==> src/rtl/rf_dbg_pkg.sv <==
// Shared definitions for the register-file debug read-out path: sizes used by the
// register file, the core's a1 override mux and the dump reader, plus the reader's states.
`timescale 1ns/1ps
package rf_dbg_pkg;

    localparam int NREG = 32;
    localparam int XLEN = 32;
    localparam int AW   = 5;

    typedef enum logic [2:0] {
        IDLE,
        HALT,
        READ,
        SEND,
        FIN
    } state_t;

    typedef struct packed {
        logic halt_req;
        logic rf_sel;
        logic out_valid;
        logic busy;
        logic done;
    } flags_t;

    // Output flags that hold while the FSM sits in a given state; loaded together with the state.
    function automatic flags_t state_flags(input state_t s);
        flags_t f;
        f = '0;
        case (s)
            HALT: begin
                f.halt_req = 1'b1;
                f.busy     = 1'b1;
            end
            READ: begin
                f.halt_req = 1'b1;
                f.rf_sel   = 1'b1;
                f.busy     = 1'b1;
            end
            SEND: begin
                f.halt_req  = 1'b1;
                f.out_valid = 1'b1;
                f.busy      = 1'b1;
            end
            FIN: begin
                f.done = 1'b1;
                f.busy = 1'b1;
            end
            default: f = '0;
        endcase
        return f;
    endfunction

endpackage

==> src/rtl/rf_dump_reader.sv <==
// Debug dump engine: halts the core, borrows read port 1 and streams a wrapping range of
// register-file entries out over valid/ready, one word per READ/SEND pair.
//
//  state | meaning
//  IDLE  | waiting for start; all outputs low
//  HALT  | halt_req raised, waiting for the core to report frozen
//  READ  | a1 overridden with the current index; capture rd1 once halt_ack holds
//  SEND  | captured word presented on out_*, held until out_ready
//  FIN   | one-cycle done pulse, core released
`timescale 1ns/1ps
module rf_dump_reader
    import rf_dbg_pkg::*;
(
    input  logic            clk,
    input  logic            rst_n,
    input  logic            start,
    input  logic            abort,
    input  logic [AW-1:0]   first_idx,
    input  logic [AW-1:0]   last_idx,
    output logic            halt_req,
    input  logic            halt_ack,
    output logic            rf_sel,
    output logic [AW-1:0]   rf_a,
    input  logic [XLEN-1:0] rf_rd,
    output logic            out_valid,
    input  logic            out_ready,
    output logic [XLEN-1:0] out_data,
    output logic [AW-1:0]   out_idx,
    output logic            out_last,
    output logic            busy,
    output logic            done
);

    state_t          r_state;
    flags_t          r_flags;
    logic [AW-1:0]   r_idx;
    logic [AW-1:0]   r_last;
    logic [AW-1:0]   r_out_idx;
    logic [XLEN-1:0] r_out_data;
    logic            r_out_last;

    always_ff @(posedge clk or negedge rst_n) begin
        if (!rst_n) begin
            r_state    <= IDLE;
            r_flags    <= '0;
            r_idx      <= '0;
            r_last     <= '0;
            r_out_idx  <= '0;
            r_out_data <= '0;
            r_out_last <= 1'b0;
        end else if (abort) begin
            // Abort beats every transition, including start in IDLE and a same-cycle handshake.
            r_state <= IDLE;
            r_flags <= state_flags(IDLE);
        end else begin
            case (r_state)
                IDLE: begin
                    if (start) begin
                        r_idx   <= first_idx;
                        r_last  <= last_idx;
                        r_state <= HALT;
                        r_flags <= state_flags(HALT);
                    end
                end
                HALT: begin
                    if (halt_ack) begin
                        r_state <= READ;
                        r_flags <= state_flags(READ);
                    end
                end
                READ: begin
                    // A dropped ack means the core slipped; nothing read this cycle is trusted.
                    if (halt_ack) begin
                        r_out_data <= rf_rd;
                        r_out_idx  <= r_idx;
                        r_out_last <= (r_idx == r_last);
                        r_state    <= SEND;
                        r_flags    <= state_flags(SEND);
                    end
                end
                SEND: begin
                    if (out_ready) begin
                        if (r_out_last) begin
                            r_state <= FIN;
                            r_flags <= state_flags(FIN);
                        end else begin
                            r_idx   <= r_idx + AW'(1);
                            r_state <= READ;
                            r_flags <= state_flags(READ);
                        end
                    end
                end
                FIN: begin
                    r_state <= IDLE;
                    r_flags <= state_flags(IDLE);
                end
                default: begin
                    r_state <= IDLE;
                    r_flags <= state_flags(IDLE);
                end
            endcase
        end
    end

    assign halt_req  = r_flags.halt_req;
    assign rf_sel    = r_flags.rf_sel;
    assign out_valid = r_flags.out_valid;
    assign busy      = r_flags.busy;
    assign done      = r_flags.done;
    assign rf_a      = r_idx;
    assign out_data  = r_out_data;
    assign out_idx   = r_out_idx;
    assign out_last  = r_out_last;

endmodule
==> config.mk <==
export PLATFORM = sky130hd
export DESIGN_NAME = rf_dump_reader
export DESIGN_NICKNAME = d
export VERILOG_FILES = /design/src/rtl/rf_dbg_pkg.sv /design/src/rtl/rf_dump_reader.sv
export SDC_FILE = /design/constraint.sdc
export NUM_CORES = 1
export LEC_CHECK = 0
export ABC_AREA = 1
export CORE_ASPECT_RATIO = 0.8
export CORE_MARGIN = 2
export CORE_UTILIZATION = 40
export DETAILED_ROUTE_END_ITERATION = 12
export PLACE_DENSITY = 0.74
export SYNTH_ARGS = -nofsm -noshare
export SYNTH_HDL_FRONTEND = slang
export SYNTH_SLANG_ARGS = --single-unit
==> constraint.sdc <==
create_clock -name clk -period 1.36 [get_ports clk]
set_input_delay 0.204 -clock clk [delete_from_list [all_inputs] [get_ports clk]]
set_output_delay 0.204 -clock clk [all_outputs]
set_load 0.05 [all_outputs]
==> results of run 1 <==
[worst max-delay path: cells and delay by family (launching register included)]
family        cells  cell delay (ps)
buf+inv           2              190
simple gates      7              680
flops             1              380
[cells in the final DEF, fill, tap and decap left out, types with 3 or more instances in the layout]
cell and n:
dfrtp_2 3, o21ai_1 16, nand3_2 4, nor2_4 5, dfrtp_1 51, buf_4 12, a21oi_1 3, nand3_1 12
buf_12 52, inv_2 3, clkbuf_8 5, nor2_1 6, o21ai_0 26, nand2_1 89, nand2_2 4, clkdlybuf4s50_1 46
inv_1 47, nand4_1 6
[power groups by stage]
| stage | clock, uW | combinational (uW) | sequential (uW) |
|---|---|---|---|
| CTS | 1080 | 7400 | 3300 |
| global placement | 0 | 7260 | 3290 |
| detailed placement | 0 | 7380 | 3320 |
| global route | 1150 | 7790 | 3440 |
| finish | 1050 | 7390 | 3340 |
| floorplan | 0 | 1550 | 5250 |
[cells by family after synthesis]
| logic type | count (synthesis) |
|---|---|
| compound gates | 47 |
| simple gates | 135 |
| flops | 55 |
| fa+ha+maj | 1 |
| buf+inv | 61 |
| xor+xnor | 1 |
[registers in the layout, summed over array words and instances, names as in the netlist]
register	cells
out_data	32
out_idx	5
r_last	5
rf_a	5
r_state	3
busy	1
halt_req	1
out_last	1
out_valid	1
rf_sel	1
[metrics by stage]
| stage | setup slack [ps] | utilization, % |
|---|---|---|
| after CTS | 9.560 | 68.66 |
| final | 35.33 | 69.17 |
| after global routing | -54.41 | 69.17 |
| after detailed placement | -191.3 | 66.79 |
| after global placement | -134.0 | 66.79 |
| after floorplan | -1.432 | - |
[per-layer routing]
metal	global-route usage (%)	routed length [um]	up-vias	part of all wire, %
met4	3.704	48	0	0.76
met5	0	0	-	0
li1	-	-	1151	-
met1	24.06	2818	1065	45
met3	4.154	345	7	5.5
met2	29.76	3072	69	49
[layout make-up]
type                            instances  area [um^2]  area share (%)
Clock buffer                            7        76.32           1.748
Clock inverter                          1        30.03          0.6879
Inverter                               51        193.9           4.443
Multi-Input combinational cell        184        969.7           22.21
Sequential cell                        55         1384           31.70
Tap cell                               84        105.1           2.408
Timing Repair Buffer                  112         1607           36.80
[repair_timing]
| action | 4_1_cts | 5_1_grt |
|---|---|---|
| hold endpoints to repair | 55 | 0 |
| pin swaps | 0 | 13 |
| setup buffers | 0 | 2 |
| setup endpoints to repair | 7 | 11 |
| hold buffers | 1 | 0 |
| gates resized for setup | 1 | 7 |
[path summary, 6_finish.rpt]
kind | startpoint | depth (start not counted) | slack, ps | endpoint
max | r_state[0] | 9 | 40 | rf_a[1]
min reg2reg | r_last[2] | 2 | 530 | r_last[2]
min in group clk | rf_rd[18] | 3 | 450 | out_data[18]
max reg2reg | r_state[0] | 9 | 40 | rf_a[1]
max in group asynchronous | rst_n | 3 | 650 | rf_a[0]
min | rst_n | 3 | 420 | out_data[22]
==> impl_metrics.tcl, run 1 <==
set metrics [dict create \
    synth_top_cell_area_share_pct 53.45 \
    place.gp.congestion 0.9199 \
    vdd_drop_max_uv 1551 \
    die_w_um 93.71 \
    grt_max_degree 56 \
    crit_slowest_cell "dfrtp_1" \
    switching_share_pct 45.38 \
    status "finished clean" \
    cp_max_fo 8 \
    period_minus_slack_ps 1325 \
    rows 26 \
    fin_area_um2 4365 \
    rsz0062_at_grt "true" \
    syn_inst 300 \
    cts-root-buf "clkbuf_8" \
    synthArstFlopShare_pct 100.0 \
    synth-xor-area-share_pct 0.3401 \
    synthAdderAreaFrac_pct 0.4859 \
    start_util_pct 40.80 \
    final_hold_viol_count 0 \
    cp.arrival_ps 1560 \
    wire_per_inst_um 12.72 \
    holdCritPathClass "in -> async" \
    drv_slew 0 \
    dpl.hpwl_um 4782 \
    leakagePower_uw 0.002135 \
    final_nets 458 \
    synth-simple-area-share_pct 25.75 \
    viasPerCell 4.640 \
    synthFlopType "dfrtp_1" \
    fin_tns_setup_ps 0 \
    grt_util_all_layers_pct 17.76 \
    clkTransAtPathRegs_ps 90 \
    required_ps 1600 \
    whs_ps 424.7 \
    setup_viol 0 \
    crit_path_end_kind "flop" \
    io_buffers 95 \
    antenna_found_initial 0 \
    synth_top_cells_by_count "nand2_1 (91), dfrtp_1 (55), inv_1 (47)" \
    clock_power_share_pct 8.9 \
    post_dp_cell_area_um2 4215 \
    ios 96 \
    synth_area_um2 2575 \
    instances_no_fill 494 \
    cts_tree "yes" \
    grt_first_pass_wirelength_um 9970 \
    synthDistinctLibCells 28 \
    synth_top_family_by_area "simple AND/OR/NAND/NOR gates" \
    via_count 2292 \
    combPwrFrac_pct 62.8 \
    synth_compound_area_share_pct 9.329 \
    place_inst 484 \
    die_h_um 75.76 \
    p_total_uw 11780 \
    syn_nets 349 \
    clock_skew_ps 5.141 \
    cts.sinks 55 \
    synthTopCellsByArea "dfrtp_1 (53%), nand2_1 (13%), inv_1 (6.9%), o21ai_0 (5.1%), o21ai_1 (3.1%)" \
    yosysSeqAreaShare_pct 53.45 \
    die-area_um2 7099 \
    synth-edff-count 0 \
    maxSlewHeadroom_pct 78.01 \
    worst_pin_slew_ps 329.8 \
    p_per_area_nw_per_um2 2698 \
    postRouteAntennaNets 0 \
    p_switching_uw 5344 \
    drc_errors 0 \
    yosysTopAreaCell "dfrtp_1" \
    p_int_uw 6433 \
    drt_pass1_iterations 4 \
    syn_to_final_growth_pct 69.53 \
    path_cells "buf_12 > inv_4 > nand2_2 > nand2_4 > nor2_4 > nand2_2 > nor2_4 > nand2_2 > nand2_1" \
    wl_um 6285 \
    synth.most_common_cell "nand2_1" \
    final.fill_count 464 \
    crit_path_max_incr_delay_ps 380 \
    drive_gt1_share_pct 25.12 \
    drt_iter0_markers 70 \
    clockBufferDepth 2 \
    crit_top_cell "nand2_2" \
    synthMuxAreaShare_pct 0 \
    syn_avg_cell_area_um2 8.583 \
    crit_type "reg -> reg" \
    grt_pass1_vias 2143 \
    cp-start-kind "flop" \
    synth-seq-cells 55 \
    insertedDiodeCount 0 \
    clk_latency_ps 300 \
    cts_buffers 5 \
    clock.fmax_mhz 754.9 \
    power_frac_seq_pct 28.3 \
    coreArea_um2 6311 \
    cap_violations 0 \
    yosys_warnings 0 \
    fin_crit_sh_pct 97.40 \
    htreeDepth 2 \
    overflow 0 \
]
Power figures use the tool's default switching activity.
==> run 2: changes to the inputs <==
--- a/config.mk
+++ b/config.mk
@@ -9,7 +9,7 @@
 export CORE_ASPECT_RATIO = 0.8
 export CORE_MARGIN = 2
-export CORE_UTILIZATION = 40
+export CORE_UTILIZATION = 44
 export DETAILED_ROUTE_END_ITERATION = 12
-export PLACE_DENSITY = 0.74
+export PLACE_DENSITY = 0.78
 export SYNTH_ARGS = -nofsm -noshare
 export SYNTH_HDL_FRONTEND = slang
==> constraint.sdc (replaced) <==
create_clock -name clk -period 1.3 [get_ports clk]
set_input_delay 0.195 -clock clk [delete_from_list [all_inputs] [get_ports clk]]
set_output_delay 0.195 -clock clk [all_outputs]
set_load 0.01 [all_outputs]
==> impl_metrics.tcl, run 2 (synthesized netlist as in run 1, its figures left out) <==
set metrics [dict create \
    p_total_uw 7609 \
    overflow 0 \
    die_h_um 72.43 \
    clock_skew_ps 5.332 \
    postRouteAntennaNets 0 \
    insertedDiodeCount 0 \
    final_hold_viol_count 0 \
    cp-startpoint "r_state[2]" \
    drive_gt1_share_pct 16.46 \
    fin_tns_setup_ps -7.262 \
    whs_ps 420.6 \
    antenna_found_initial 0 \
    status "complete, but fails checks" \
    path_cells "nor2_4 > nand4_4 > buf_12 > nor2_1 > nand2_1 > nand2_1" \
    crit_path_end_kind "flop" \
    cts-root-buf "clkbuf_8" \
    drt_pass1_iterations 4 \
    grt_max_degree 56 \
    drv_slew 0 \
    clockBufferDepth 2 \
    cap_violations 0 \
    crit_type "reg -> reg" \
    layout_commonest_cell "nand2_1" \
    coreArea_um2 5555 \
    cts.sinks 55 \
    final_nets 463 \
    finalWorstSetupSlack_ps -7.262 \
    mostFrequentLayoutCells "nand2_1 (82), dfrtp_1 (51), dlygate4sd2_1 (48)" \
    cp_max_fo 30 \
    required_ps 1540 \
    die_w_um 89.53 \
    grt_first_pass_wirelength_um 9563 \
    clock.fmax_mhz 765.0 \
    crit_end "out_last" \
    grt_pass1_vias 2059 \
    grt_util_all_layers_pct 18.90 \
    syn_to_final_growth_pct 48.88 \
    htreeDepth 2 \
    worst-path-buf-inv 1 \
    crit_top_cell "nand2_1" \
    utilization_pct 69.01 \
    setup_viol 1 \
    crit_slowest_cell "dfrtp_2" \
    rr_endpoint "out_last" \
    cp.arrival_ps 1550 \
    ios 96 \
    cp-start-kind "flop" \
    start_util_pct 46.35 \
    dpl.hpwl_um 4403 \
    rows 24 \
    r2r_slack_ps -7 \
    failed_checks "setup timing" \
    rsz0062_at_grt "true" \
    drt-met1-wl_um 2789 \
    viasPerCell 4.637 \
    wl_um 6082 \
    vdd_drop_max_uv 922.9 \
    cp_num_cells 6 \
    place.gp.congestion 0.8958 \
    crit_path_max_incr_delay_ps 460 \
    r2r-start "r_state[2]" \
    io_buffers 95 \
    clk_latency_ps 300 \
    wire_per_inst_um 12.39 \
    fin_crit_sh_pct 100.6 \
    p_per_area_nw_per_um2 1985 \
    die-area_um2 6484 \
    met2_length_um 2867 \
    drc_errors 0 \
    critical-path-top-delay-family "simple AND/OR/NAND/NOR gates" \
    clkTransAtPathRegs_ps 90 \
    cts_tree "yes" \
    via_count 2277 \
    routed.top_layer "met4" \
    worst_pin_slew_ps 295.6 \
    period_minus_slack_ps 1307 \
    largest_reg_flops 32 \
    met3_length_um 407 \
    leakagePower_uw 0.002061 \
    post-place-ws_ps -249.6 \
    holdCritPathClass "in -> async" \
    cts_buffers 5 \
    reg2regPathDepth 6 \
    maxSlewHeadroom_pct 80.29 \
    drt_iter0_markers 61 \
]
==> run 2: changes by cell type in the layout (fill, tap and decap cells not counted), sizes merged <==
cell         change
dlygate4sd2     +48
buf             -44
bufinv           -1
clkbuf           -1
clkinvlp         +1
==> run 2: stage by stage <==
step	cell area (um^2)	instances
floorplan	2576	300
global placement	3697	479
detailed placement	3697	479
CTS	3752	489
global route	3834	491
finish	3834	491
==> run 2: repair_timing <==
| item | CTS | global route |
|---|---|---|
| hold endpoints to repair | 55 | 0 |
| resized for setup | 52 | 33 |
| buffers inserted | 3 | 1 |
| gates cloned | 0 | 1 |
| hold buffers | 1 | 0 |
| endpoints found under the setup margin | 81 | 38 |
| pin swaps | 1 | 4 |
==> run 2: worst min-delay path by stage <==
stage,endpoint,depth (start not counted)
after floorplan,busy,0
after global placement,out_data[8],2
after detailed placement,out_data[8],2
after CTS,out_data[9],3
after global routing,out_data[9],3
final,out_data[8],3
==> run 2: metal layers <==
layer  track usage (%)  up-vias
met5                 0        -
met4             4.478        0
met3             4.778        2
met2             29.96       74
met1             26.26     1036
li1                  -     1165
==> run 2: layout make-up <==
type | count | area, um^2
tap | 78 | 97.59
clock buffer | 5 | 68.82
multi-input combinational | 184 | 975.9
timing repair buffer | 117 | 1109
clock inverter | 1 | 7.507
sequential | 55 | 1381
inverter | 51 | 193.9
fill | 472 | 1722
==> run 2: worst register-to-register path, cell delays in order (launching register included) <==
cell	delay, ps
dfrtp_2	460
nor2_4	180
nand4_4	180
buf_12	220
nor2_1	110
nand2_1	60
nand2_1	50
==> run 2: report_power, final <==
part           total (uW)  internal (uW)  switching, uW
Clock                 868            359            509
Combinational        3710           1760           1950
Sequential           3030           2520            518
==> run 3: changes to the inputs <==
Settings changed: CORE_UTILIZATION 44 to 46, CTS_BUF_LIST set to sky130_fd_sc_hd__clkbuf_8, PLACE_DENSITY 0.78 to 0.81, SLEW_MARGIN set to 20.
==> impl_metrics.tcl, run 3 (synthesized netlist as in run 1, its figures left out) <==
set metrics [dict create \
    status "complete, but fails checks" \
    failed_checks "setup timing" \
    instances_no_fill 499 \
    cp-start-kind "flop" \
    cts_buffers 5 \
    post_dp_cell_area_um2 3700 \
    r2r-start "r_state[2]" \
    holdCritPathClass "in -> async" \
    ios 96 \
    antenna_found_initial 0 \
    combPwrFrac_pct 49.4 \
    io_buffers 95 \
    die-area_um2 6216 \
    clock_power_share_pct 12.1 \
    drv_slew 0 \
    cp.arrival_ps 1540 \
    r2r_slack_ps -20 \
    drt_iter0_markers 148 \
    viasPerCell 4.603 \
    coreArea_um2 5435 \
    p_switching_uw 3088 \
    cts-root-buf "clkbuf_8" \
    rsz0062_at_grt "true" \
    leakagePower_uw 0.002098 \
    die_h_um 70.92 \
    worst_pin_slew_ps 295.5 \
    wl_um 6302 \
    mostFrequentLayoutCells "nand2_1 (87), dfrtp_1 (51), dlygate4sd2_1 (47)" \
    grt_util_all_layers_pct 20.32 \
    setup_viol 7 \
    fin_crit_sh_pct 101.8 \
    p_int_uw 4722 \
    finalWorstSetupSlack_ps -22.98 \
    cts.sinks 55 \
    crit_path_max_incr_delay_ps 440 \
    period_minus_slack_ps 1323 \
    grt_first_pass_wirelength_um 9915 \
    overflow 0 \
    htreeDepth 2 \
    place_inst 481 \
    cap_violations 0 \
    layout_commonest_cell "nand2_1" \
    clkTransAtPathRegs_ps 100 \
    clockBufferDepth 2 \
    fin_area_um2 3896 \
    dpl.hpwl_um 4499 \
    drt_pass1_iterations 4 \
    insertedDiodeCount 0 \
    drive_gt1_share_pct 17.58 \
    path_cells "nor2_4 > nand4_4 > buf_6 > o21ai_0" \
    vdd_drop_max_uv 1340 \
    crit_slowest_cell "dfrtp_2" \
    rows 24 \
    reg2regPathDepth 4 \
    start_util_pct 47.38 \
    clock_skew_ps 5.078 \
    grt_max_degree 56 \
    required_ps 1520 \
    drc_errors 0 \
    power_frac_seq_pct 38.5 \
    cts_tree "yes" \
    clock.fmax_mhz 755.9 \
    post-place-ws_ps -249.8 \
    switching_share_pct 39.54 \
    place.gp.congestion 0.7830 \
    syn_to_final_growth_pct 51.31 \
    p_per_area_nw_per_um2 2005 \
    wire_per_inst_um 12.63 \
    clk_latency_ps 300 \
    final_nets 469 \
    crit_type "reg -> reg" \
    utilization_pct 71.69 \
    die_w_um 87.65 \
    largest_reg_flops 32 \
    via_count 2297 \
    cp_max_fo 24 \
    final_hold_viol_count 0 \
    p_total_uw 7810 \
    grt_pass1_vias 2139 \
    maxSlewHeadroom_pct 80.30 \
    crit_path_end_kind "flop" \
    postRouteAntennaNets 0 \
    rr_endpoint "out_data[23]" \
]
-- run 3: layout make-up --
class,instances,area [um^2]
Clock buffer,5,68.82
Inverter,51,196.4
Multi-Input combinational cell,184,989.7
Fill cell,455,1539
Timing Repair Buffer,123,1144
Tap cell,78,97.59
Clock inverter,3,18.77
Sequential cell,55,1381
-- run 3: how the worst max path moves through the flow --
stage	from	depth (start not counted)	end	slack [ps]
floorplan	rf_a[0]	6	rf_a[2]	10
detailed placement	abort	6	out_data[23]	-250
global route	r_state[0]	8	rf_a[3]	-90
global placement	abort	8	rf_a[0]	-180
CTS	rf_a[0]	6	rf_a[2]	7
finish	r_state[2]	4	out_data[23]	-20
-- run 3: per-stage QoR --
stage | hold slack [ps] | setup TNS, ps
global route | 422.0 | -1962
detailed placement | 221.1 | -8743
CTS | 416.0 | 0
floorplan | -100.6 | 0
finish | 405.3 | -55.89
global placement | 212.2 | -7260
-- run 3: routing by layer --
layer / global-route usage (%) / up-vias / share of wire (%)
met3: 4.317 / 4 / 4.8
met4: 4.274 / 0 / 0.43
met1: 26.56 / 1052 / 44
li1: - / 1175 / -
met2: 34.93 / 66 / 51
met5: 0 / - / 0
-- run 3: power groups by stage --
stage	Clock, uW	Sequential [uW]	Combinational (uW)
global placement	0	3040	3930
detailed placement	0	3070	4050
floorplan	0	3340	1590
global route	1030	3100	4300
CTS	961	2990	3760
finish	943	3010	3860
-- run 3: timing repair --
item,CTS,global route
hold buffers,1,0
gates resized for setup,56,25
setup endpoints to repair,71,40
buffers inserted,6,2
endpoints found under the hold margin,55,0
cloned,0,1
pin swaps,2,12
-- run 3: worst max-delay path, delay by kind of cell (launching register included) --
family          cells  cell delay, ps
buf+inv             1             200
simple gates        2             370
flops               1             440
compound gates      1             210
